[src/rtl/uart_mem_loader_pkg.sv]
// Shared types and constants for the UART memory loader.
// Bit timing is derived from the clock and baud rate.
package loader_pkg;

  typedef enum logic [1:0] {
    RX_IDLE,
    RX_START,
    RX_DATA,
    RX_STOP
  } rx_state_e;

  localparam int unsigned BYTES_PER_WORD = 2;

  function automatic int unsigned clks_per_bit(input int unsigned clk_hz,
                                               input int unsigned baud);
    return clk_hz / baud;
  endfunction

  function automatic int unsigned half_bit(input int unsigned clk_hz,
                                           input int unsigned baud);
    return clks_per_bit(clk_hz, baud) / 2;
  endfunction

endpackage

[src/rtl/uart_rx_byte.sv]
// 8N1 UART byte receiver: 2-flop synchroniser, start-bit glitch rejection,
// one-cycle byte_valid_o / frame_err_o pulses.
module uart_rx_byte
  import loader_pkg::*;
#(
  parameter int unsigned CLKS_PER_BIT = 868,
  parameter int unsigned HALF         = 434
) (
  input  logic       clk_i,
  input  logic       rst_ni,
  input  logic       rx_i,
  output logic [7:0] byte_o,
  output logic       byte_valid_o,
  output logic       frame_err_o
);

  localparam int unsigned CNT_W = (CLKS_PER_BIT > 2) ? $clog2(CLKS_PER_BIT) : 1;
  localparam logic [CNT_W-1:0] CNT_LAST = CNT_W'(CLKS_PER_BIT - 1);
  localparam logic [CNT_W-1:0] CNT_HALF = CNT_W'(HALF - 1);

  logic             sync1_q;
  logic             sync2_q;
  rx_state_e        state_q;
  logic [CNT_W-1:0] cnt_q;
  logic [2:0]       bit_q;
  logic [7:0]       shift_q;
  logic             valid_q;
  logic             ferr_q;

  always_ff @(posedge clk_i or negedge rst_ni) begin
    if (!rst_ni) begin
      sync1_q <= 1'b1;
      sync2_q <= 1'b1;
      state_q <= RX_IDLE;
      cnt_q   <= '0;
      bit_q   <= '0;
      shift_q <= '0;
      valid_q <= 1'b0;
      ferr_q  <= 1'b0;
    end else begin
      sync1_q <= rx_i;
      sync2_q <= sync1_q;
      valid_q <= 1'b0;
      ferr_q  <= 1'b0;
      case (state_q)
        RX_IDLE: begin
          if (!sync2_q) begin
            state_q <= RX_START;
            cnt_q   <= '0;
          end
        end
        RX_START: begin
          // Mid-start-bit resample; a high line here was a glitch
          if (cnt_q == CNT_HALF) begin
            cnt_q   <= '0;
            bit_q   <= '0;
            state_q <= sync2_q ? RX_IDLE : RX_DATA;
          end else begin
            cnt_q <= cnt_q + CNT_W'(1);
          end
        end
        RX_DATA: begin
          if (cnt_q == CNT_LAST) begin
            cnt_q   <= '0;
            shift_q <= {sync2_q, shift_q[7:1]};
            bit_q   <= bit_q + 3'd1;
            if (bit_q == 3'd7) state_q <= RX_STOP;
          end else begin
            cnt_q <= cnt_q + CNT_W'(1);
          end
        end
        RX_STOP: begin
          if (cnt_q == CNT_LAST) begin
            cnt_q   <= '0;
            state_q <= RX_IDLE;
            if (sync2_q) valid_q <= 1'b1;
            else         ferr_q  <= 1'b1;
          end else begin
            cnt_q <= cnt_q + CNT_W'(1);
          end
        end
        default: state_q <= RX_IDLE;
      endcase
    end
  end

  assign byte_o       = shift_q;
  assign byte_valid_o = valid_q;
  assign frame_err_o  = ferr_q;

endmodule

[src/rtl/uart_mem_loader.sv]
// Loads a 2^ADDR_W x 16 RAM image received over UART (high byte first).
// Define LOADER_CHECKSUM_EN to enable the running mod-2^16 checksum output.
module uart_mem_loader
  import loader_pkg::*;
#(
  parameter int unsigned CLK_HZ = 100000000,
  parameter int unsigned BAUD   = 115200,
  parameter int unsigned ADDR_W = 8,
  parameter int unsigned DATA_W = 16
) (
  input  logic        clk_100,
  input  logic        rst,
  input  logic        load_en,
  input  logic        rx,
  output logic        mem_we,
  output logic [15:0] mem_addr,
  output logic [15:0] mem_wdata,
  output logic        loading,
  output logic        done,
  output logic        frame_err,
  output logic [15:0] checksum
);

  localparam int unsigned BYTE_W  = DATA_W / BYTES_PER_WORD;
  localparam int unsigned PHASE_W = $clog2(BYTES_PER_WORD);
  localparam logic [PHASE_W-1:0] PHASE_LAST = PHASE_W'(BYTES_PER_WORD - 1);
  localparam logic [ADDR_W-1:0]  ADDR_LAST  = '1;

  logic [7:0]         rx_byte;
  logic               rx_valid;
  logic               rx_ferr;

  logic               load_en_q;
  logic               le_rise;
  logic               le_fall;
  logic [PHASE_W-1:0] phase_q;
  logic [ADDR_W-1:0]  addr_q;
  logic [BYTE_W-1:0]  hi_q;
  logic [DATA_W-1:0]  wdata_q;
  logic               mem_we_q;
  logic               loading_q;
  logic               done_q;
  logic               ferr_q;

  uart_rx_byte #(
    .CLKS_PER_BIT (clks_per_bit(CLK_HZ, BAUD)),
    .HALF         (half_bit(CLK_HZ, BAUD))
  ) u_rx (
    .clk_i        (clk_100),
    .rst_ni       (rst),
    .rx_i         (rx),
    .byte_o       (rx_byte),
    .byte_valid_o (rx_valid),
    .frame_err_o  (rx_ferr)
  );

  assign le_rise = load_en & ~load_en_q;
  assign le_fall = ~load_en & load_en_q;

  // Later assignments take priority: abort, then session start
  always_ff @(posedge clk_100 or negedge rst) begin
    if (!rst) begin
      load_en_q <= 1'b0;
      phase_q   <= '0;
      addr_q    <= '0;
      hi_q      <= '0;
      wdata_q   <= '0;
      mem_we_q  <= 1'b0;
      loading_q <= 1'b0;
      done_q    <= 1'b0;
      ferr_q    <= 1'b0;
    end else begin
      load_en_q <= load_en;
      mem_we_q  <= 1'b0;
      if (mem_we_q) begin
        if (addr_q == ADDR_LAST) begin
          done_q    <= 1'b1;
          loading_q <= 1'b0;
        end else begin
          addr_q <= addr_q + ADDR_W'(1);
        end
      end
      if (rx_valid && loading_q && !le_fall) begin
        if (phase_q == PHASE_LAST) begin
          wdata_q  <= {hi_q, rx_byte};
          mem_we_q <= 1'b1;
          phase_q  <= '0;
        end else begin
          hi_q    <= rx_byte;
          phase_q <= phase_q + PHASE_W'(1);
        end
      end
      if (rx_ferr && loading_q) ferr_q <= 1'b1;
      if (le_fall && loading_q) begin
        loading_q <= 1'b0;
        phase_q   <= '0;
      end
      if (le_rise) begin
        addr_q    <= '0;
        phase_q   <= '0;
        done_q    <= 1'b0;
        ferr_q    <= 1'b0;
        loading_q <= 1'b1;
      end
    end
  end

`ifdef LOADER_CHECKSUM_EN
  logic [15:0] cks_q;

  always_ff @(posedge clk_100 or negedge rst) begin
    if (!rst) begin
      cks_q <= '0;
    end else if (le_rise) begin
      cks_q <= '0;
    end else if (mem_we_q) begin
      cks_q <= cks_q + wdata_q;
    end
  end

  assign checksum = cks_q;
`else
  assign checksum = '0;
`endif

  assign mem_we    = mem_we_q;
  assign mem_addr  = 16'(addr_q);
  assign mem_wdata = wdata_q;
  assign loading   = loading_q;
  assign done      = done_q;
  assign frame_err = ferr_q;

endmodule

[config.mk]
export PLATFORM = sky130hd
export DESIGN_NAME = uart_mem_loader
export DESIGN_NICKNAME = d
export VERILOG_FILES = /design/src/rtl/uart_mem_loader_pkg.sv /design/src/rtl/uart_rx_byte.sv /design/src/rtl/uart_mem_loader.sv
export SDC_FILE = /design/constraint.sdc
export NUM_CORES = 1
export LEC_CHECK = 0
export ABC_AREA = 1
export BUFFER_PORTS_ARGS = -buffer_cell sky130_fd_sc_hd__buf_2
export CORE_MARGIN = 2
export CORE_UTILIZATION = 42
export CTS_BUF_LIST = sky130_fd_sc_hd__clkbuf_4 sky130_fd_sc_hd__clkbuf_8
export DETAILED_ROUTE_END_ITERATION = 16
export PLACE_DENSITY = 0.64
export SLEW_MARGIN = 15
export SYNTH_ARGS = -nofsm -noshare
export SYNTH_HDL_FRONTEND = slang
export SYNTH_SLANG_ARGS = --single-unit
[constraint.sdc]
create_clock -name clk_100 -period 1.6 [get_ports clk_100]
set_input_delay 0.08 -clock clk_100 [delete_from_list [all_inputs] [get_ports clk_100]]
set_output_delay 0.08 -clock clk_100 [all_outputs]
set_load 0.02 [all_outputs]
### Yosys cells after proc, flatten, opt, wreduce, memory -nomap -nowiden

Index checks and enable logic that the tools add are counted.

* register bits after elaboration: 65

* add/sub/neg operators: 4
* bitwise operators: 5
* muxes and demuxes: 38
* reductions and logical operators: 22
* equality and inequality tests: 13

Operators by type and width (count)
* 10-bit two-way mux: 3
* 10-bit case mux with 3 select lines: 1
* 8-bit two-way mux: 3
* 1-bit two-way mux: 21
* 2-bit two-way mux: 6
* 2-bit AND reduction: 6
* 10-bit by 1-bit adder with 10-bit output, second input constant: 1
* 10-bit == test, second input constant: 1
* 10-bit by 9-bit == test with 1-bit output, second input constant: 1
* 3-bit nonzero test: 3
* 8-bit by 1-bit adder with 8-bit output, second input constant: 1
* 8-bit == test, second input constant: 1
* 2-bit by 1-bit != test with 1-bit output, second input constant: 4
* 2-bit case mux with 4 select lines: 1
* 2-bit nonzero test: 4
* 3-bit two-way mux: 2
* 3-bit case mux with 2 select lines: 1
* 5-bit AND reduction: 1
* 2-bit == test, second input constant: 2
* 1-bit logical AND: 4
* 2-bit != test, second input constant: 2
* 3-bit by 1-bit adder with 3-bit output, second input constant: 1
* 3-bit == test, second input constant: 1
* 1-bit inverter: 3
* 7 further kinds: 8

### Depth between registers and ports, before layout

* depth in word-level cells: 7
* depth in mapped cells: 11
* depth with buffers taken out: 11

### Hierarchy

From an unflattened synthesis, not the netlist that was laid out.

* cell total of the unflattened synthesis: 379
* area, all modules: 3273.1 µm²

Modules (own cells, without submodules)
* uart_mem_loader: instances 1, cells an instance 218, seq. area each 950.9 µm², area an instance 1876.8 µm²
* uart_rx_byte: instances 1, cells an instance 161, seq. area each 678.2 µm², area an instance 1396.3 µm²

### Worst setup path after synthesis

Ideal clock, no wire load.

* path type: reg2reg
* start point: register u_rx.state_q[0]
* end point: register u_rx.cnt_q[8]
* library setup time: 0.137 ns
* path slack: 0.055 ns
* path buffers: 0
* cell stages (with the launch flop): 8
* period minus slack after synthesis: 1.545 ns
* data required time: 1.463 ns
* arrival: 1.408 ns
* path through: dfrtp_1 -> inv_1 -> ha_1 -> or2_2 -> nand2_1 -> nand2_1 -> nand2_1 -> a21oi_1

* longest elaborated chain between the ends: 3

Ends and longest elaborated chain
* start, declared: RTL line uart_rx_byte.sv:23 `rx_state_e state_q;`
* start signal, assigned: RTL line uart_rx_byte.sv:57 `state_q <= sync2_q ? RX_IDLE : RX_DATA;`
* 2-bit == test: RTL line uart_rx_byte.sv:45 `case (state_q)`
* 2-bit OR reduction (no line)
* 10-bit case mux with 3 select lines: RTL line uart_rx_byte.sv:45
* end signal, assigned: RTL line uart_rx_byte.sv:59 `cnt_q <= cnt_q + CNT_W'(1);`
* end signal, assigned: RTL line uart_rx_byte.sv:69 `cnt_q <= cnt_q + CNT_W'(1);`
* end signal, assigned: RTL line uart_rx_byte.sv:79 `cnt_q <= cnt_q + CNT_W'(1);`
* end, declared: RTL line uart_rx_byte.sv:24 `logic [CNT_W-1:0] cnt_q;`

Several ways; a longest one is shown, not always the timed one.
A chain may end at the register's enable or synchronous reset.

### Worst setup path in the final report

* start point: register addr_q[0]
* end point: register addr_q[7]

* longest elaborated chain between the ends: 4

Ends and longest elaborated chain
* start, declared: RTL line uart_mem_loader.sv:37 `logic [ADDR_W-1:0] addr_q;`
* start signal, assigned: RTL line uart_mem_loader.sv:80 `addr_q <= addr_q + ADDR_W'(1);`
* 8-bit by 1-bit adder with 8-bit output: RTL line uart_mem_loader.sv:80
* 8-bit two-way mux: RTL line uart_mem_loader.sv:76 `if (addr_q == ADDR_LAST) begin`
* 8-bit two-way mux: RTL line uart_mem_loader.sv:75 `if (mem_we_q) begin`
* 8-bit two-way mux: RTL line uart_mem_loader.sv:98 `if (le_rise) begin`

Several ways; a longest one is shown, not always the timed one. The select of a mux whose other input is x is not followed.

==> run_results.csv <==
group,metric,value,unit
timing,fmax,668,MHz
worst_setup_path,worstPathMaxFanout,6,
logic_synthesis,yosys_most_used_dff,"dfrtp_1",
clock_tree,cts.sinks,65,
final_layout,fin_util,51.1,%
run,max-cap-violations,0,
drt,drtPass1Iterations,4,
worst_setup_path,cp_slowest_stage_delay,440,ps
drt,drc,0,
global_routing,grt_start_max_net_pins,66,
final_layout,final_common_cell,"nand2_1",
die,core,7330,sq um
worst_setup_path,r2r_slack,100,ps
logic_synthesis,synth.cell_area,3200,sq um
clock_tree,clock_path_buffers,2,
timing,min_period,1500,ps
worst_setup_path,path_class,"flop to flop",
final_layout,antennaDiodeCount,0,
final_layout,drive_gt1_share,26.2,%
power,ir_worst_vdd,553,uV
global_routing,antenna_found_initial,0,
drt,viasPerCell,4.59,
clock_tree,root_buffer,"clkbuf_8",
worst_setup_path,crit_chain,"ha_1 -> nand2_1 -> inv_1 -> nand3_1 -> nand2_2 -> nand2_2 -> inv_2 -> nand2_1 -> o21ai_0",
drt,dr_total_vias,2312,
drt,ant_nets,0,
die,io_pins,56,
worst_setup_path,r2r.worst_path.cells,9,
clock_tree,path_clk_slew,70,ps
timing,hold_slack,264,ps
die,dieHeight,91.3,um
drt,drtIter0Drc,146,
clock_tree,cts_buffers,9,
timing,finalSetupViolCount,0,
worst_setup_path,crit_required,1830,ps
global_routing,grt_pass1_vias,2305,
drt,routed_wl,5.72,mm
timing,slew_viol_final,0,
final_layout,layout_common_cells,"64 x nand2_1, 61 x dfrtp_1, 38 x inv_1",
global_routing,grt_pass1_wl,9.98,mm
clock_tree,htree_levels,3,
worst_setup_path,timing.rr.start,"addr_q[0]",
logic_synthesis,seq_area_frac_synth,50.9,%
outcome,status,"completed",
worst_setup_path,crit_path_end_kind,"flop",
drt,routedWlPerCell,11.3,um
worst_setup_path,start_kind,"flop",
die,fp.dieArea,8340,sq um
logic_synthesis,syn_area_per_cell,9.28,sq um
timing,finalClockSkew,12.2,ps
clock_tree,insertion_delay,340,ps
placement,port_buffers,31,
logic_synthesis,synth_edf_count,0,
power,p_per_area,809,nW/um^2
timing,hold_violations,0,
worst_setup_path,cp.arrival,1730,ps
worst_setup_path,slowest_stage,"dfrtp_2",
final_layout,fin_nets,416,
logic_synthesis,postSynth.asyncResetShare,100,%
final_layout,syn_to_final_growth,17.0,%
power,leakage,1.96,nW
logic_synthesis,ys_ff_latch,65,
die,num_rows,31,
worst_setup_path,r2r_end,"addr_q[7]",
logic_synthesis,synth.distinct_cells,31,
clock_tree,cts_tree,"done",
die,die_x,91.3,um
placement,dp_hpwl,4.01,mm
timing,min_period_over_period,93.6,%
worst_hold_path,worstHoldPathType,"input pin to async pin",
global_routing,grtUsageTotal,14.8,%
logic_synthesis,yosysWarnings,0,
die,initial_utilization,43.7,%
global_routing,grt_overflow_total,0,
logic_synthesis,synth_cells,345,
placement,gp_congestion,0.839,
timing,rsz0062_at_grt,"yes",
## power by group
group,internal [mW],switching [mW],total (mW)
Sequential,1.66,0.0129,1.67
Clock,0.602,0.595,1.20
Combinational,0.0346,0.127,0.162
Total,2.30,0.735,3.03
## layer usage
layer / share of wire [%] / track usage [%] / wire [um]
met4: 1.6 / 5.18 / 90
met2: 48 / 24.5 / 2740
met3: 5.0 / 4.48 / 283
met1: 46 / 18.4 / 2610
met5: 0 / 0 / 0
## logic make-up (layout without fill, tap and decap cells)
family | Yosys count | after routing | synth area share [%]
and+or+nand+nor | 125 | 126 | 17.4
buffers and inverters | 71 | 107 | 11.5
DFF | 65 | 65 | 50.9
AOI/OAI and AO/OA | 53 | 53 | 9.92
adders and majority gates | 10 | 10 | 3.91
xor gates and xnor gates | 10 | 10 | 2.73
muxes | 10 | 10 | 3.52
other | 1 | 24 | 0.117
## state kept, by name, indices dropped and copies added, names as in the netlist, named ones only
name               count
addr_q                 8
done                   1
frame_err              1
hi_q                   8
load_en_q              1
loading                1
mem_wdata             16
mem_we                 1
phase_q                1
u_rx.bit_q             3
u_rx.byte_o            8
u_rx.byte_valid_o      1
u_rx.cnt_q            10
u_rx.frame_err_o       1
u_rx.state_q           1
u_rx.sync1_q           1
u_rx.sync2_q           1
## critical path, delay by kind of cell (launching register included)
family / cells / cell delay [ps]
DFF: 1 / 440
adders and majority gates: 1 / 220
buffers and inverters: 2 / 130
and+or+nand+nor: 5 / 510
AOI/OAI and AO/OA: 1 / 70
## what timing repair did
action,in CTS,in global routing
pin swaps,0,5
hold endpoints to repair,65,0
buffers inserted,0,3
resized for setup,2,16
endpoints found under the setup margin,10,21
hold buffers,3,0
cloned,0,1
## layout make-up
cell class	instances	area (sq um)
well taps	99	124
inverters	42	158
clock buffers	11	145
flip-flops and latches	65	1630
multi-input cells	233	1330
repair buffers	51	342
clock inverters	3	18.8
fillers	683	3580
## stage by stage
| step | instance area [sq um] | instances | TNS (ps) | power, mW | worst slack [ps] |
|---|---|---|---|---|---|
| 3_5_place_dp | 3490 | 483 | -335 | 1.86 | -49.4 |
| 5_1_grt | 3750 | 504 | -16.9 | 3.15 | -12.1 |
| 3_3_place_gp | 3490 | 483 | -1.17 | 1.86 | -0.900 |
| 4_1_cts | 3690 | 500 | 0 | 3.07 | 4.86 |
| 2_1_floorplan | 3290 | 368 | 0 | 1.84 | 55.3 |
| 6_report | 3750 | 504 | 0 | 3.03 | 103 |
## how the worst max path moves through the flow
stage | startpoint | cells past startpoint | end
2_1_floorplan | u_rx.state_q[0] | 7 | u_rx.cnt_q[8]
3_3_place_gp | u_rx.state_q[0] | 7 | u_rx.cnt_q[8]
3_5_place_dp | u_rx.state_q[0] | 7 | u_rx.cnt_q[6]
4_1_cts | addr_q[0] | 9 | addr_q[7]
5_1_grt | u_rx.state_q[0] | 10 | u_rx.state_q[0]
6_report | addr_q[0] | 9 | addr_q[7]
## cells in the mapped netlist (all sizes together), types with 2 or more instances
| cell | count | area share, % |
|---|---|---|
| nand2 | 75 | 9.3 |
| dfrtp | 63 | 49 |
| inv | 41 | 4.8 |
| o21ai | 33 | 6.1 |
| buf | 27 | 6.4 |
| nor2 | 26 | 3.1 |
| nand3 | 15 | 2.3 |
| a21oi | 11 | 1.7 |
| ha | 10 | 3.9 |
| mux2 | 10 | 3.5 |
| xor2 | 9 | 2.5 |
| o21a | 8 | 1.9 |
| nor3 | 4 | 1.1 |
| clkbuf | 2 | 0.23 |
| dfstp | 2 | 1.6 |
| nand4 | 2 | 0.39 |
(Power assumes the default switching activity.)
